===== config.mk =====
export PLATFORM = sky130hd
export DESIGN_NAME = regfile_dump_reader
export DESIGN_NICKNAME = d
export VERILOG_FILES = /design/src/rtl/regfile_dump_reader_pkg.sv /design/src/rtl/regfile_dump_reader_word_byte_serializer.sv /design/src/rtl/regfile_dump_reader.sv
export SDC_FILE = /design/constraint.sdc
export NUM_CORES = 1
export LEC_CHECK = 0
export CELL_PAD_IN_SITES_DETAIL_PLACEMENT = 1
export CELL_PAD_IN_SITES_GLOBAL_PLACEMENT = 1
export CORE_UTILIZATION = 30
export CTS_CLUSTER_DIAMETER = 150
export DETAILED_ROUTE_END_ITERATION = 7
export DONT_BUFFER_PORTS = 1
export PLACE_DENSITY_LB_ADDON = 0.25
export SLEW_MARGIN = 5
export SYNTH_ARGS = -nofsm -noshare
export SYNTH_HDL_FRONTEND = slang
export SYNTH_SLANG_ARGS = --single-unit

===== constraint.sdc =====
create_clock -name clock -period 2 [get_ports clock]
set_input_delay 0.4 -clock clock [delete_from_list [all_inputs] [get_ports clock]]
set_output_delay 0.4 -clock clock [all_outputs]
set_load 0.02 [all_outputs]

===== src/rtl/regfile_dump_reader_pkg.sv =====
`default_nettype none
// ============================================================================
// Module : regfile_dump_reader_pkg
// Brief  : Shared constants for the register-file dump reader: FSM state
//          encoding, frame layout and the header-byte helper.
// Rev    : 1.0  initial release
// ============================================================================
package regfile_dump_reader_pkg;

    localparam int         c_stateW      = 3;

    localparam logic [2:0] c_stIdle      = 3'd0;
    localparam logic [2:0] c_stCapture   = 3'd1;
    localparam logic [2:0] c_stHdr       = 3'd2;
    localparam logic [2:0] c_stData      = 3'd3;
    localparam logic [2:0] c_stDone      = 3'd4;

    localparam logic [2:0] c_hdrTagDefault = 3'b101;

    // One header byte followed by the four word bytes, MSB first.
    localparam int         c_frameLen    = 5;
    localparam int         c_dataBytes   = c_frameLen - 1;

    function automatic logic [7:0] makeHeader(input logic [2:0] tag,
                                              input logic [4:0] idx);
        return {tag, idx};
    endfunction

endpackage
`default_nettype wire


===== src/rtl/regfile_dump_reader_word_byte_serializer.sv =====
`default_nettype none
// ============================================================================
// Module : word_byte_serializer
// Brief  : Holds one captured word plus its index and emits the 5-byte frame
//          (header, then word MSB first) over a valid/ready handshake.
// Rev    : 1.0  initial release
// ============================================================================
module word_byte_serializer
    import regfile_dump_reader_pkg::*;
#(
    parameter logic [2:0] HDR_TAG = c_hdrTagDefault
)(
    input  logic        clk,
    input  logic        rst,
    input  logic        i_load,
    input  logic [31:0] i_word,
    input  logic [4:0]  i_idx,
    input  logic        i_txReady,
    output logic [7:0]  o_txData,
    output logic        o_txValid,
    output logic        o_lastByteAccepted
);

    localparam logic [1:0] c_lastCnt = 2'(c_dataBytes - 1);

    logic [31:0] r_word;
    logic [4:0]  r_idx;
    logic [1:0]  r_byteCnt;
    logic        r_inHdr;
    logic        r_valid;

    logic        w_accept;
    logic [7:0]  w_dataByte;

    assign w_accept = r_valid && i_txReady;

    always_comb begin
        w_dataByte = r_word[7:0];
        case (r_byteCnt)
            2'd0:    w_dataByte = r_word[31:24];
            2'd1:    w_dataByte = r_word[23:16];
            2'd2:    w_dataByte = r_word[15:8];
            default: w_dataByte = r_word[7:0];
        endcase
    end

    // Output byte is a pure decode of held registers, so it cannot move
    // while a byte is stalled waiting for the sink.
    assign o_txData           = r_inHdr ? makeHeader(HDR_TAG, r_idx) : w_dataByte;
    assign o_txValid          = r_valid;
    assign o_lastByteAccepted = w_accept && !r_inHdr && (r_byteCnt == c_lastCnt);

    always_ff @(posedge clk) begin
        if (rst) begin
            r_word    <= 32'd0;
            r_idx     <= 5'd0;
            r_byteCnt <= 2'd0;
            r_inHdr   <= 1'b0;
            r_valid   <= 1'b0;
        end else if (i_load) begin
            r_word    <= i_word;
            r_idx     <= i_idx;
            r_byteCnt <= 2'd0;
            r_inHdr   <= 1'b1;
            r_valid   <= 1'b1;
        end else if (w_accept) begin
            if (r_inHdr) begin
                r_inHdr   <= 1'b0;
                r_byteCnt <= 2'd0;
            end else begin
                r_byteCnt <= r_byteCnt + 2'd1;
                if (r_byteCnt == c_lastCnt) begin
                    r_valid <= 1'b0;
                end
            end
        end
    end

endmodule
`default_nettype wire


===== src/rtl/regfile_dump_reader.sv =====
`default_nettype none
// ============================================================================
// Module : regfile_dump_reader
// Brief  : Walks register-file entries FIRST_REG..LAST_REG through a read
//          port and streams each snapshot as a tagged byte frame.
// Rev    : 1.0  initial release
// ============================================================================
module regfile_dump_reader
    import regfile_dump_reader_pkg::*;
#(
    parameter int         FIRST_REG = 0,
    parameter int         LAST_REG  = 31,
    parameter logic [2:0] HDR_TAG   = c_hdrTagDefault
)(
    input  logic        clock,
    input  logic        ctrl_reset,
    input  logic        start,
    output logic [4:0]  ctrl_readReg,
    input  logic [31:0] data_readReg,
    output logic [7:0]  tx_data,
    output logic        tx_valid,
    input  logic        tx_ready,
    output logic        busy,
    output logic        done
);

    localparam logic [4:0] c_firstIdx = 5'(FIRST_REG);
    localparam logic [4:0] c_lastIdx  = 5'(LAST_REG);

    logic [c_stateW-1:0] r_state;
    logic [4:0]          r_idx;

    logic                w_load;
    logic                w_txValid;
    logic                w_hdrAccept;
    logic                w_lastByteAccepted;

    assign ctrl_readReg = r_idx;
    assign w_load       = (r_state == c_stCapture);
    assign w_hdrAccept  = (r_state == c_stHdr) && w_txValid && tx_ready;
    assign tx_valid     = w_txValid;
    assign busy         = (r_state != c_stIdle);
    assign done         = (r_state == c_stDone);

    word_byte_serializer #(
        .HDR_TAG            (HDR_TAG)
    ) u_serializer (
        .clk                (clock),
        .rst                (ctrl_reset),
        .i_load             (w_load),
        .i_word             (data_readReg),
        .i_idx              (r_idx),
        .i_txReady          (tx_ready),
        .o_txData           (tx_data),
        .o_txValid          (w_txValid),
        .o_lastByteAccepted (w_lastByteAccepted)
    );

    always_ff @(posedge clock) begin
        if (ctrl_reset) begin
            r_state <= c_stIdle;
            r_idx   <= c_firstIdx;
        end else begin
            case (r_state)
                c_stIdle: begin
                    if (start) begin
                        r_idx   <= c_firstIdx;
                        r_state <= c_stCapture;
                    end
                end
                c_stCapture: begin
                    r_state <= c_stHdr;
                end
                c_stHdr: begin
                    if (w_hdrAccept) begin
                        r_state <= c_stData;
                    end
                end
                c_stData: begin
                    // Index only advances below LAST_REG, so it never wraps.
                    if (w_lastByteAccepted) begin
                        if (r_idx == c_lastIdx) begin
                            r_state <= c_stDone;
                        end else begin
                            r_idx   <= r_idx + 5'd1;
                            r_state <= c_stCapture;
                        end
                    end
                end
                c_stDone: begin
                    r_state <= c_stIdle;
                end
                default: begin
                    r_state <= c_stIdle;
                end
            endcase
        end
    end

endmodule
`default_nettype wire


==> results.txt <==
run status - complete, but fails checks
failing checks - setup timing
number of I/O port buffers - 0
Worst setup EP type - output port
maxcap violations - 0
WHS - 0.161 ns
count of pins over their slew limit - 0
via count - 1871
worst setup margin - -0.155 ns
mapped cell area - 0.00217 mm^2
number of global-route vias before repair - 1853
Least-Margin Pin Slew - 0.625 ns
fillcell total - 850
register area share after synthesis - 45.1%
Synth Instances - 275
final setup skew - 0.00816 ns
DR pass1 iterations - 5
Synth-to-Final Area Change - 13.5%
DRC viols - 0
GP Congestion - 0.823
Peak supply drop - 0.284 mV
Mean Syn Cell Area - 7.91 um^2
Post-Syn Nets - 317
Rel. slew slack - 58.3%
H-tree depth - 2
hold_buf cts - 0
dpl cells - 359
top fanout value on the critical path - 8
leading area contributor after synthesis - dfxtp_1
Yosys warning total - 0
die height - 87.1 um
asr flop ratio synth - 0%
Leak Pwr - 0.920 nW
Synth cell types - 32
largest net degree at the start of global routing - 49
Tmin final - 2.16 ns
crit share post-route - 108%
RSZ-0062 raised after global routing - true
clock network latency to the later pin of the worst-skew pair - 0.31 ns
HPWL Detailed - 4070 um
IO Count - 52
flops & latches, synth - 49
min-delay worst type - in -> reg
Root Buffer - clkbuf_8
Via density - 5.02
CTS tree - done
Req. time, crit path - 1.60 ns
Chip Width - 87.1 um
commonest non-fill, non-tap cell in the layout - nand2_1
final-report setup violation count - 8
Sink Count - 49
final non-filler cell total - 373
layout cells sized above 1 - 15.2%
Final #Nets - 318
Layout Utilization - 35.7%
area of the core - 0.00691 mm^2
Top FF cell, synth - dfxtp_1
antenna diode count - 0
Starting Density - 31.5%
crit path launch type - register
critical path class - reg -> out
Post-Route WL - 5910 um
Post-synth EDFFs - 0
CP Data Arrival Time - 1.76 ns
row count - 30
top-area cell type share of the netlist area - 45.1%
Routed Antenna Nets - 0
Total Routing Usage GR - 16.5%
Routed WL per cell - 15.8 um
Die ar. - 0.00759 mm^2
total global routing overflow - 0
Num CTS Buffers - 5
register clock-pin slew on the reported worst setup and hold paths - 0.10 ns
Final Hold Violating Endpoints - 0
most frequent cells in the layout - 84 x nand2_1, 46 x dfxtp_1, 43 x a21oi_1, 14 x buf_4, 12 x nor2_1
fmax - 464 MHz
top post-synthesis cells by area - dfxtp_1 45%, nand2_1 14%, a21oi_1 9.9%
first-pass GRT wire length - 9480 um
Clock Path Buffers - 2
Iter 0 DRT Violations - 134
Power Dens Cells - 771 mW/mm^2
initial antenna violation count - 0
## cell families (layout without fill, tap and decap cells)
group	after synthesis	count (layout)	synth area share [%]
DFF	49	49	45.1
and+or+nand+nor	120	120	24.6
adders and majority gates	6	6	3.45
AOI/OAI and AO/OA	75	75	21.1
buffers and inverters	25	27	5.75
## cells in the mapped netlist (3+ instances only)
cell,instances
inv_1,4
nor3_1,4
a21o_1,6
nand3b_1,3
o21ai_1,4
a222oi_1,8
nand2b_1,3
clkbuf_1,12
buf_2,4
ha_1,6
a211oi_1,5
nand2_1,84
nor2b_1,3
o21ai_0,4
a21oi_1,43
buf_4,3
nor2_1,12
dfxtp_1,49
## critical path, cell delays in order (launching register included)
cell      delay (ns)
dfxtp_4         0.39
inv_4           0.05
ha_4            0.18
a222oi_1        0.44
nand2_1         0.11
o21ai_1         0.10
nand2b_1        0.18
## area by class of cell
| cell class | count | area [um^2] | area share [%] |
|---|---|---|---|
| clock buffer | 5 | 68.8 | 2.79 |
| clock inverter | 3 | 21.3 | 0.862 |
| inverter | 4 | 21.3 | 0.862 |
| multi-input combinational | 201 | 1130 | 45.9 |
| sequential | 49 | 990 | 40.1 |
| tap | 96 | 120 | 4.87 |
| timing repair buffer | 14 | 105 | 4.26 |
| timing repair inverter | 1 | 7.51 | 0.304 |
## through the flow
stage	setup WS [ns]	setup TNS [ns]	total power, mW	instance area (um^2)
final	-0.155	-0.823	1.90	2470
after global routing	-0.243	-1.53	2.01	2470
after CTS	-0.150	-0.747	1.93	2440
after detailed placement	-0.0556	-0.0816	1.32	2250
after global placement	0.0398	0	1.32	2250
after floorplan	0.0386	0	1.29	2170
## what timing repair did
| item | CTS | global route |
|---|---|---|
| endpoints found under the setup margin | 8 | 13 |
| cloned | 1 | 0 |
| pin swaps | 11 | 3 |
| resized for setup | 18 | 5 |
| buffers inserted | 4 | 1 |
## layer usage
| layer | track usage (%) | share of wire, % | vias up |
|---|---|---|---|
| li1 | - | - | 942 |
| met1 | 22.1 | 48 | 884 |
| met2 | 25.3 | 44 | 39 |
| met3 | 5.21 | 6.6 | 6 |
| met4 | 4.92 | 1.1 | 0 |
| met5 | 0 | 0 | - |
## state kept, by name, summed over array words and instances (netlist names)
| signal | count |
|---|---|
| u_serializer.r_byteCnt | 2 |
| u_serializer.r_idx | 5 |
| u_serializer.r_word | 32 |
| ctrl_readReg | 5 |
| u_serializer.r_inHdr | 1 |
| u_serializer.o_txValid | 1 |
| r_state | 3 |
## final timing paths
kind,from,endpoint,slack [ns],cells after the start
worst max register to register,ctrl_readReg[0]$_SDFFE_PP0P_,ctrl_readReg[0]$_SDFFE_PP0P_,0.11,7
worst min register to register,u_serializer.r_idx[2]$_SDFFE_PP0P_,u_serializer.r_idx[2]$_SDFFE_PP0P_,0.46,2
worst max-delay path,u_serializer.r_byteCnt[0]$_SDFFE_PP0P_,tx_data[7],-0.16,6
worst min-delay path,ctrl_reset,u_serializer.r_word[2]$_SDFFE_PP0P_,0.16,1
## where the power goes
group	switching, mW	total, mW	internal (mW)
logic	0.148	0.230	0.0826
registers	0.0511	1.08	1.02
clock network	0.348	0.597	0.249
total	0.547	1.90	1.36
Note: power is estimated with default switching activity, not from simulation.
